$ cat src/rtl/vga_pkg.sv
// Shared raster timing types and constants for the VGA path.
// Default timing set is 640x480 @ 60 Hz with a 25.175 MHz pixel clock.
package vga_pkg;

  typedef struct packed {
    int h_active;
    int h_front;
    int h_sync;
    int h_back;
    int v_active;
    int v_front;
    int v_sync;
    int v_back;
  } vga_timing_t;

  localparam vga_timing_t VGA_640X480_60 = '{
    h_active: 32'd640,
    h_front:  32'd16,
    h_sync:   32'd96,
    h_back:   32'd48,
    v_active: 32'd480,
    v_front:  32'd10,
    v_sync:   32'd2,
    v_back:   32'd33
  };

  function automatic int axis_total(input int active, input int front,
                                    input int sync, input int back);
    return active + front + sync + back;
  endfunction

  function automatic int h_total(input vga_timing_t t);
    return axis_total(t.h_active, t.h_front, t.h_sync, t.h_back);
  endfunction

  function automatic int v_total(input vga_timing_t t);
    return axis_total(t.v_active, t.v_front, t.v_sync, t.v_back);
  endfunction

endpackage

$ cat src/rtl/vga_axis_counter.sv
// One raster axis: wrapping position counter with carry-out, plus next-state
// active decode and a registered sync pulse aligned with the counter.
module vga_axis_counter
  import vga_pkg::*;
#(
  parameter int W      = 12,
  parameter int ACTIVE = 640,
  parameter int FRONT  = 16,
  parameter int SYNC   = 96,
  parameter int BACK   = 48,
  parameter bit POL    = 1'b0
) (
  input  logic         clk,
  input  logic         rst,
  input  logic         load,
  input  logic         step,
  output logic [W-1:0] count,
  output logic [W-1:0] next_count,
  output logic         next_active,
  output logic         carry,
  output logic         sync
);

  localparam int TOTAL = axis_total(ACTIVE, FRONT, SYNC, BACK);

  // Compares run one bit wider so a sync window ending exactly at 2**W works.
  localparam logic [W:0] LAST    = (W+1)'(TOTAL - 1);
  localparam logic [W:0] ACT_END = (W+1)'(ACTIVE);
  localparam logic [W:0] SYNC_LO = (W+1)'(ACTIVE + FRONT);
  localparam logic [W:0] SYNC_HI = (W+1)'(ACTIVE + FRONT + SYNC);
  localparam logic [W-1:0] ONE   = {{(W-1){1'b0}}, 1'b1};

  logic tc;
  logic next_in_sync;

  // Next position and decodes of that position.
  always_comb begin
    tc          = ({1'b0, count} == LAST);
    carry       = step & tc;
    next_count  = count;
    if (carry) begin
      next_count = '0;
    end else if (step) begin
      next_count = count + ONE;
    end else begin
      next_count = count;
    end
    next_active  = ({1'b0, next_count} < ACT_END);
    next_in_sync = ({1'b0, next_count} >= SYNC_LO) &&
                   ({1'b0, next_count} <  SYNC_HI);
  end

  // Position and sync registers; held while load is low.
  always_ff @(posedge clk) begin
    if (rst) begin
      count <= '0;
      sync  <= ~POL;
    end else if (load) begin
      count <= next_count;
      sync  <= next_in_sync ? POL : ~POL;
    end
  end

endmodule

$ cat src/rtl/vga_sync_gen.sv
// VGA raster timing generator: counters, syncs, active flag, pixel coordinates
// and line/frame strobes, all registered and aligned with the counters.
module vga_sync_gen
  import vga_pkg::*;
#(
  parameter int H_ACTIVE   = VGA_640X480_60.h_active,
  parameter int H_FRONT    = VGA_640X480_60.h_front,
  parameter int H_SYNC     = VGA_640X480_60.h_sync,
  parameter int H_BACK     = VGA_640X480_60.h_back,
  parameter int V_ACTIVE   = VGA_640X480_60.v_active,
  parameter int V_FRONT    = VGA_640X480_60.v_front,
  parameter int V_SYNC     = VGA_640X480_60.v_sync,
  parameter int V_BACK     = VGA_640X480_60.v_back,
  parameter bit H_SYNC_POL = 1'b0,
  parameter bit V_SYNC_POL = 1'b0,
  parameter int CNT_W      = 12
) (
  input  logic             clk,
  input  logic             rst,
  input  logic             pix_en,
  output logic [CNT_W-1:0] h_counter,
  output logic [CNT_W-1:0] v_counter,
  output logic             vga_h_sync,
  output logic             vga_v_sync,
  output logic             active,
  output logic [CNT_W-1:0] pix_x,
  output logic [CNT_W-1:0] pix_y,
  output logic             line_start,
  output logic             frame_start
);

  localparam vga_timing_t TIMING = '{
    h_active: H_ACTIVE, h_front: H_FRONT, h_sync: H_SYNC, h_back: H_BACK,
    v_active: V_ACTIVE, v_front: V_FRONT, v_sync: V_SYNC, v_back: V_BACK
  };
  localparam int H_TOTAL = h_total(TIMING);
  localparam int V_TOTAL = v_total(TIMING);

  if (64'(H_TOTAL) > (64'd1 << CNT_W)) begin : g_h_total_chk
    $error("vga_sync_gen: H_TOTAL does not fit in CNT_W bits");
  end
  if (64'(V_TOTAL) > (64'd1 << CNT_W)) begin : g_v_total_chk
    $error("vga_sync_gen: V_TOTAL does not fit in CNT_W bits");
  end

  // Low after reset: the first enabled edge only loads the (0,0) decodes.
  logic             started;
  logic             h_carry;
  logic             v_carry;
  logic             h_next_act;
  logic             v_next_act;
  logic [CNT_W-1:0] h_next;
  logic [CNT_W-1:0] v_next;
  logic             next_active;
  logic             next_line;
  logic             next_frame;

  vga_axis_counter #(
    .W(CNT_W), .ACTIVE(H_ACTIVE), .FRONT(H_FRONT), .SYNC(H_SYNC),
    .BACK(H_BACK), .POL(H_SYNC_POL)
  ) u_h_axis (
    .clk(clk), .rst(rst), .load(pix_en), .step(started),
    .count(h_counter), .next_count(h_next), .next_active(h_next_act),
    .carry(h_carry), .sync(vga_h_sync)
  );

  vga_axis_counter #(
    .W(CNT_W), .ACTIVE(V_ACTIVE), .FRONT(V_FRONT), .SYNC(V_SYNC),
    .BACK(V_BACK), .POL(V_SYNC_POL)
  ) u_v_axis (
    .clk(clk), .rst(rst), .load(pix_en), .step(h_carry),
    .count(v_counter), .next_count(v_next), .next_active(v_next_act),
    .carry(v_carry), .sync(vga_v_sync)
  );

  // Decodes of the position the counters move to on this edge.
  always_comb begin
    next_active = h_next_act & v_next_act;
    next_line   = ~started | h_carry;
    next_frame  = ~started | v_carry;
  end

  // Registered decode outputs, held while pix_en is low.
  always_ff @(posedge clk) begin
    if (rst) begin
      started     <= 1'b0;
      active      <= 1'b0;
      pix_x       <= '0;
      pix_y       <= '0;
      line_start  <= 1'b0;
      frame_start <= 1'b0;
    end else if (pix_en) begin
      started     <= 1'b1;
      active      <= next_active;
      pix_x       <= next_active ? h_next : '0;
      pix_y       <= next_active ? v_next : '0;
      line_start  <= next_line;
      frame_start <= next_frame;
    end
  end

endmodule

$ cat config.mk
export PLATFORM = sky130hd
export DESIGN_NAME = vga_sync_gen
export DESIGN_NICKNAME = d
export VERILOG_FILES = /design/src/rtl/vga_pkg.sv /design/src/rtl/vga_axis_counter.sv /design/src/rtl/vga_sync_gen.sv
export SDC_FILE = /design/constraint.sdc
export NUM_CORES = 1
export LEC_CHECK = 0
export CAP_MARGIN = 0
export CORE_MARGIN = 2
export CORE_UTILIZATION = 45
export DETAILED_ROUTE_END_ITERATION = 6
export PLACE_DENSITY = 0.79
export SYNTH_ARGS = -nofsm -noshare
export SYNTH_HDL_FRONTEND = slang
export SYNTH_SLANG_ARGS = --single-unit
$ cat constraint.sdc
create_clock -name clk -period 7.7 [get_ports clk]
set_clock_uncertainty 0.1 [all_clocks]
set_input_delay 0.77 -clock clk [delete_from_list [all_inputs] [get_ports clk]]
set_output_delay 0.77 -clock clk [all_outputs]
set_load 0.01 [all_outputs]
# Word level (Yosys, flattened, before mapping)
# Cells that the tools add are included.
totals:
  ff_bits: 54
  input_bits: 3
  out_inout_bits: 53
  wordCells: 36
op_classes:
  add_sub_neg: 2
  order_cmp: 6
  eq_ne: 2
  muxes: 8
  bitwise_logic: 6
  reduce_logical: 2
op_table:
  columns: ["cell", "n"]
  rows:
  - ["two-way mux 12 bit", 6]
  - ["adder 12 x 1 -> 12 bit (second input constant)", 2]
  - ["== test 12 x 10 -> 1 bit (second input constant)", 2]
  - ["less-than comparator 12 x 10 -> 1 bit (second input constant)", 2]
  - ["less-than comparator 12 x 9 -> 1 bit (second input constant)", 2]
  - ["greater-or-equal comparator 12 x 10 -> 1 bit (second input constant)", 1]
  - ["greater-or-equal comparator 12 x 9 -> 1 bit (second input constant)", 1]
  - ["bitwise AND 1 bit", 3]
  - ["logical AND 1 bit", 2]
  - ["two-way mux 1 bit", 2]
  - ["OR 1 bit", 2]
  - ["NOT 1 bit", 1]

# Longest topological paths before layout
depth:
  depth_word: 7
  ltp_mapped: 10
  ltp_nobuf: 8

# Cells and area by module
# A second synthesis with hierarchy kept.
unflattened:
  cells_unflattened: 384
  area_unflattened_um2: 3199.3
by_module_without_submodules:
  columns: ["module", "n_inst", "cells_each", "area_per_inst_um2", "seq_area_each_um2"]
  rows:
  - ["vga_sync_gen", 1, 126, 1162.4, 560.5]
  - ["vga_axis_counter (u_h_axis)", 1, 127, 1032.2, 260.2]
  - ["vga_axis_counter (u_v_axis)", 1, 131, 1004.7, 260.2]

# Worst setup path before layout
# Ideal clock, no wire load.
synth_timing:
  path_type: "register -> register"
  from: "reg u_h_axis.count[0]"
  to: "reg u_v_axis.sync"
  setup_ns: 0.122
  t_arrival_ns: 2.434
  t_required_ns: 7.478
  setup_slack_ns: 5.044
  path_stages_with_launch: 8
  n_path_buf: 0
  period_less_slack_ns: 2.656
  cell_sequence: "dfxtp_1 -> ha_1 -> nor3b_2 -> nand4_2 -> or3_1 -> a221o_1 -> or2_0 -> o32a_1"
synth_via:
  elab_chain_len: 7
  word_cells_on_any_way: 9
  cone_classes: "order compare (2); eq/ne (1); mux (3); bitwise (2); reduce/logical (1)"
synth_rtl:
  columns: ["element", "line_no", "source"]
  rows:
  - ["start: declaration", "vga_axis_counter.sv:17", "output logic [W-1:0] count,"]
  - ["start signal: assignment", "vga_axis_counter.sv:59", "count <= next_count;"]
  - ["== test 12 x 10 -> 1 bit *", "vga_axis_counter.sv:38", "tc = ({1'b0, count} == LAST);"]
  - ["bitwise AND 1 bit *", "vga_axis_counter.sv:39", "carry = step & tc;"]
  - ["two-way mux 12 bit / bitwise AND 1 bit (equally long branches)", "vga_axis_counter.sv:43, vga_axis_counter.sv:39", null]
  - ["two-way mux 12 bit *", "vga_axis_counter.sv:41", "if (carry) begin"]
  - ["greater-or-equal comparator 12 x 9 -> 1 bit / less-than comparator 12 x 9 -> 1 bit (equally long branches)", "vga_axis_counter.sv:49, vga_axis_counter.sv:50", null]
  - ["logical AND 1 bit *", "vga_axis_counter.sv:49", "next_in_sync = ({1'b0, next_count} >= SYNC_LO) &&"]
  - ["two-way mux 1 bit *", "vga_axis_counter.sv:60", "sync <= next_in_sync ? POL : ~POL;"]
  - ["end signal: assignment", "vga_axis_counter.sv:57", "sync <= ~POL;"]
  - ["end signal: assignment", "vga_axis_counter.sv:60", null]
  - ["end: declaration", "vga_axis_counter.sv:21", "output logic sync"]
# Every way passes the cells marked *; elsewhere a longest branch is shown, timed or not.
# A chain may end at the register's enable or synchronous reset.

# Final worst setup path
layout_timing:
  from: "reg u_h_axis.count[0]"
  to: "reg pix_x[8]"
layout_via:
  elab_chain_len: 7
  word_cells_on_any_way: 12
  cone_classes: "add/sub (1); order compare (2); eq/ne (1); mux (5); bitwise (3)"
layout_rtl:
  columns: ["element", "line_no", "source"]
  rows:
  - ["branches (longest 6 deep; another with adder 12 x 1 -> 12 bit)", null, null]
  - ["two-way mux 12 bit *", "vga_sync_gen.sv:95", "pix_x <= next_active ? h_next : '0;"]
  - ["end signal: assignment", "vga_sync_gen.sv:95", null]
  - ["end: declaration", "vga_sync_gen.sv:26", "output logic [CNT_W-1:0] pix_x,"]
# Mark *: on every way between the ends.

==> flow_metrics.env <==
export IMPL_vdd_drop_max_v=0.0000814
export IMPL_syn_area_mm2=0.00282
export IMPL_cap_violations=0
export IMPL_root_buffer="clkbuf_8"
export IMPL_synth_yosys_warnings=0
export IMPL_wl_per_cell_um=14.5
export IMPL_drive_above_1_share=0.0355
export IMPL_grt_overflow=0
export IMPL_synth_seq_cells=54
export IMPL_drc_errors=0
export IMPL_clockBufferDepth=2
export IMPL_dieArea_mm2=0.00691
export IMPL_finalCriticalPeriod_ns=3.35
export IMPL_clk_pin_slew_worst_paths_ns=0.09
export IMPL_synth_main_ff_cell="dfxtp_1"
export IMPL_status="finished, final reports clean"
export IMPL_start_util=0.471
export IMPL_clkSinkCount=54
export IMPL_gp_congestion=0.895
export IMPL_tritoncts="built"
export IMPL_max_freq_mhz=299
export IMPL_cts_made_buffers=5
export IMPL_finalCritPeriodShare=0.435
export IMPL_dp_hpwl_um=4820
export IMPL_ios=56
export IMPL_slew_violations=0
export IMPL_async_flop_share=0
export IMPL_setup_ws_ns=4.35
export IMPL_nFillCells=555
export IMPL_h_tree_depth=2
export IMPL_insertion_delay_ns=0.31
export IMPL_ys_seq_area_frac=0.383
export IMPL_grt_first_pass_wirelength_um=11100
export IMPL_critPathRequiredTime_ns=7.78
export IMPL_syn_nets=365
export IMPL_io_buffers=55
export IMPL_hold_buffers=0
export IMPL_die_x_um=83.1
export IMPL_synth_edf_count=0
export IMPL_postRouteAntennaNets=0
export IMPL_area_delta_synth_final_pct=21.1
export IMPL_setup_violations=0
export IMPL_cts_setup_buffers=0
export IMPL_final_setup_tns_ns=0
export IMPL_drtIter0Drc=200
export IMPL_worst_pin_slew_ns=1.19
export IMPL_worst_setup_path_end_kind="register"
export IMPL_preCtsSetupSlack_ns=4.22
export IMPL_relSlewSlack=0.196
export IMPL_power_density_mw_per_mm2=137
export IMPL_dr_total_vias=2655
export IMPL_avgSynthCellArea_um2=7.85
export IMPL_startpoint_type="register"
export IMPL_antenna_cells=0
export IMPL_rsz0062_at_grt="false"
export IMPL_synth_cells=359
export IMPL_critPathMaxFanout=14
export IMPL_p_leak_uw=0.00111
export IMPL_grt_pass1_vias=2362
export IMPL_synth_cell_types=52
export IMPL_path_class="register to register"
export IMPL_cp_arrival_ns=3.43
export IMPL_antenna_found_initial=0
export IMPL_hold_viol_final=0
export IMPL_grt_max_degree=31
export IMPL_fin_nets=400
export IMPL_via_per_inst=5.66
export IMPL_dr_pass1_iters=5
export IMPL_grt_total_usage=0.192
export IMPL_routed_wl_um=6800
export IMPL_die_h_um=83.1
export IMPL_cts_resized=0
export IMPL_rows=28
export IMPL_worstHoldPathType="register to register"
export IMPL_coreArea_mm2=0.00599
[final cells by class]
class,count,area [um^2],share of cell area
multi-input cells,272,1590,0.465
clock buffers,5,68.8,0.0202
clock inverters,2,10.0,0.00293
well taps,75,93.8,0.0275
repair buffers,55,551,0.161
inverters,6,22.5,0.00660
flip-flops and latches,54,1080,0.317
[power by group]
part | leakage, uW | internal, uW | switching [uW]
registers | 0.000437 | 283 | 4.10
logic | 0.000626 | 10.8 | 16.5
clock network | 0.0000438 | 61.3 | 91.6
[metal layers]
metal | track usage | vias up | routed length, um
met1 | 0.262 | 1216 | 3140
met4 | 0.0864 | 0 | 91
li1 | - | 1343 | -
met5 | 0 | - | 0
met2 | 0.295 | 85 | 3180
met3 | 0.0358 | 11 | 384
[Yosys cell counts (3+ instances only)]
cell type	n	area share
nand3_1	13	0.023
buf_2	10	0.018
clkbuf_1	13	0.017
nor4_1	4	0.0089
a21oi_1	9	0.016
a31oi_1	5	0.011
ha_1	3	0.013
nand2_1	63	0.084
a211oi_1	3	0.0080
dfxtp_1	54	0.38
xor2_1	12	0.037
and2_1	10	0.022
xnor2_1	9	0.028
nor2_1	36	0.048
nand4b_1	3	0.0093
nor3_1	8	0.014
and4_1	5	0.016
nand4_1	11	0.024
o31ai_1	14	0.037
o21ai_0	27	0.048
mux2i_1	4	0.014
inv_1	6	0.0080
[logic make-up after synthesis]
family | synth area share
and+or+nand+nor | 0.293
buffers and inverters | 0.0541
adders and majority gates | 0.0133
AOI/OAI and AO/OA | 0.177
DFF | 0.383
muxes | 0.0142
xor gates and xnor gates | 0.0652
[cell usage in the layout, fill, tap and decap left out, types with 2 or more instances in the layout]
cell | Yosys | routed
nand2_1 | 63 | 63
nor3_1 | 8 | 8
nand2b_1 | 2 | 2
nor4_1 | 4 | 4
o31ai_1 | 14 | 14
xnor2_1 | 9 | 9
and2_1 | 10 | 10
a21oi_1 | 9 | 9
a22oi_1 | 2 | 2
and3_1 | 2 | 2
or4_1 | 2 | 2
xor2_1 | 12 | 12
o21ai_0 | 27 | 27
mux2i_1 | 4 | 4
nand3_1 | 13 | 13
ha_1 | 3 | 3
a211oi_1 | 3 | 3
nor2_1 | 36 | 35
clkbuf_8 | 0 | 5
inv_1 | 6 | 6
o41ai_1 | 2 | 2
a31oi_1 | 5 | 5
o31a_1 | 2 | 2
nand4_1 | 11 | 11
nand4b_1 | 3 | 3
clkinv_2 | 0 | 2
clkdlybuf4s50_1 | 0 | 55
and4_1 | 5 | 5
dfxtp_1 | 54 | 54
[registers in the layout, indices dropped and copies added, names as in the netlist]
name / count
active: 1
pix_x: 12
u_v_axis.sync: 1
frame_start: 1
u_h_axis.sync: 1
u_h_axis.count: 12
line_start: 1
u_v_axis.count: 12
pix_y: 12
started: 1
[critical path, cell delays in order (launching register included)]
cell and delay [ns]:
dfxtp_1 0.46, ha_1 0.30, nor3b_2 0.40, nand4_2 0.41
or3_1 0.48, a221o_1 0.43, o211ai_2 0.47, o21ai_0 0.17
[worst paths after layout]
path | to | slack, ns | depth (start not counted) | startpoint
worst max-delay path | pix_x[8] | 4.35 | 7 | u_h_axis.count[0]
worst min-delay path | pix_y[7] | 0.36 | 2 | pix_y[7]
worst max register to register | pix_x[8] | 4.35 | 7 | u_h_axis.count[0]
worst min register to register | pix_y[7] | 0.36 | 2 | pix_y[7]
[stage by stage]
step                      std cells  instance area [um^2]  hold slack (ns)  power (uW)   util
after floorplan                 359                  2820            0.377         309      -
after global placement          462                  3340            0.338         320  0.557
after detailed placement        462                  3340            0.342         320  0.557
after CTS                       469                  3410            0.360         471  0.570
after global routing            469                  3410            0.377         485  0.570
final                           469                  3410            0.357         467  0.570
Note: power is estimated with default switching activity, not from simulation.
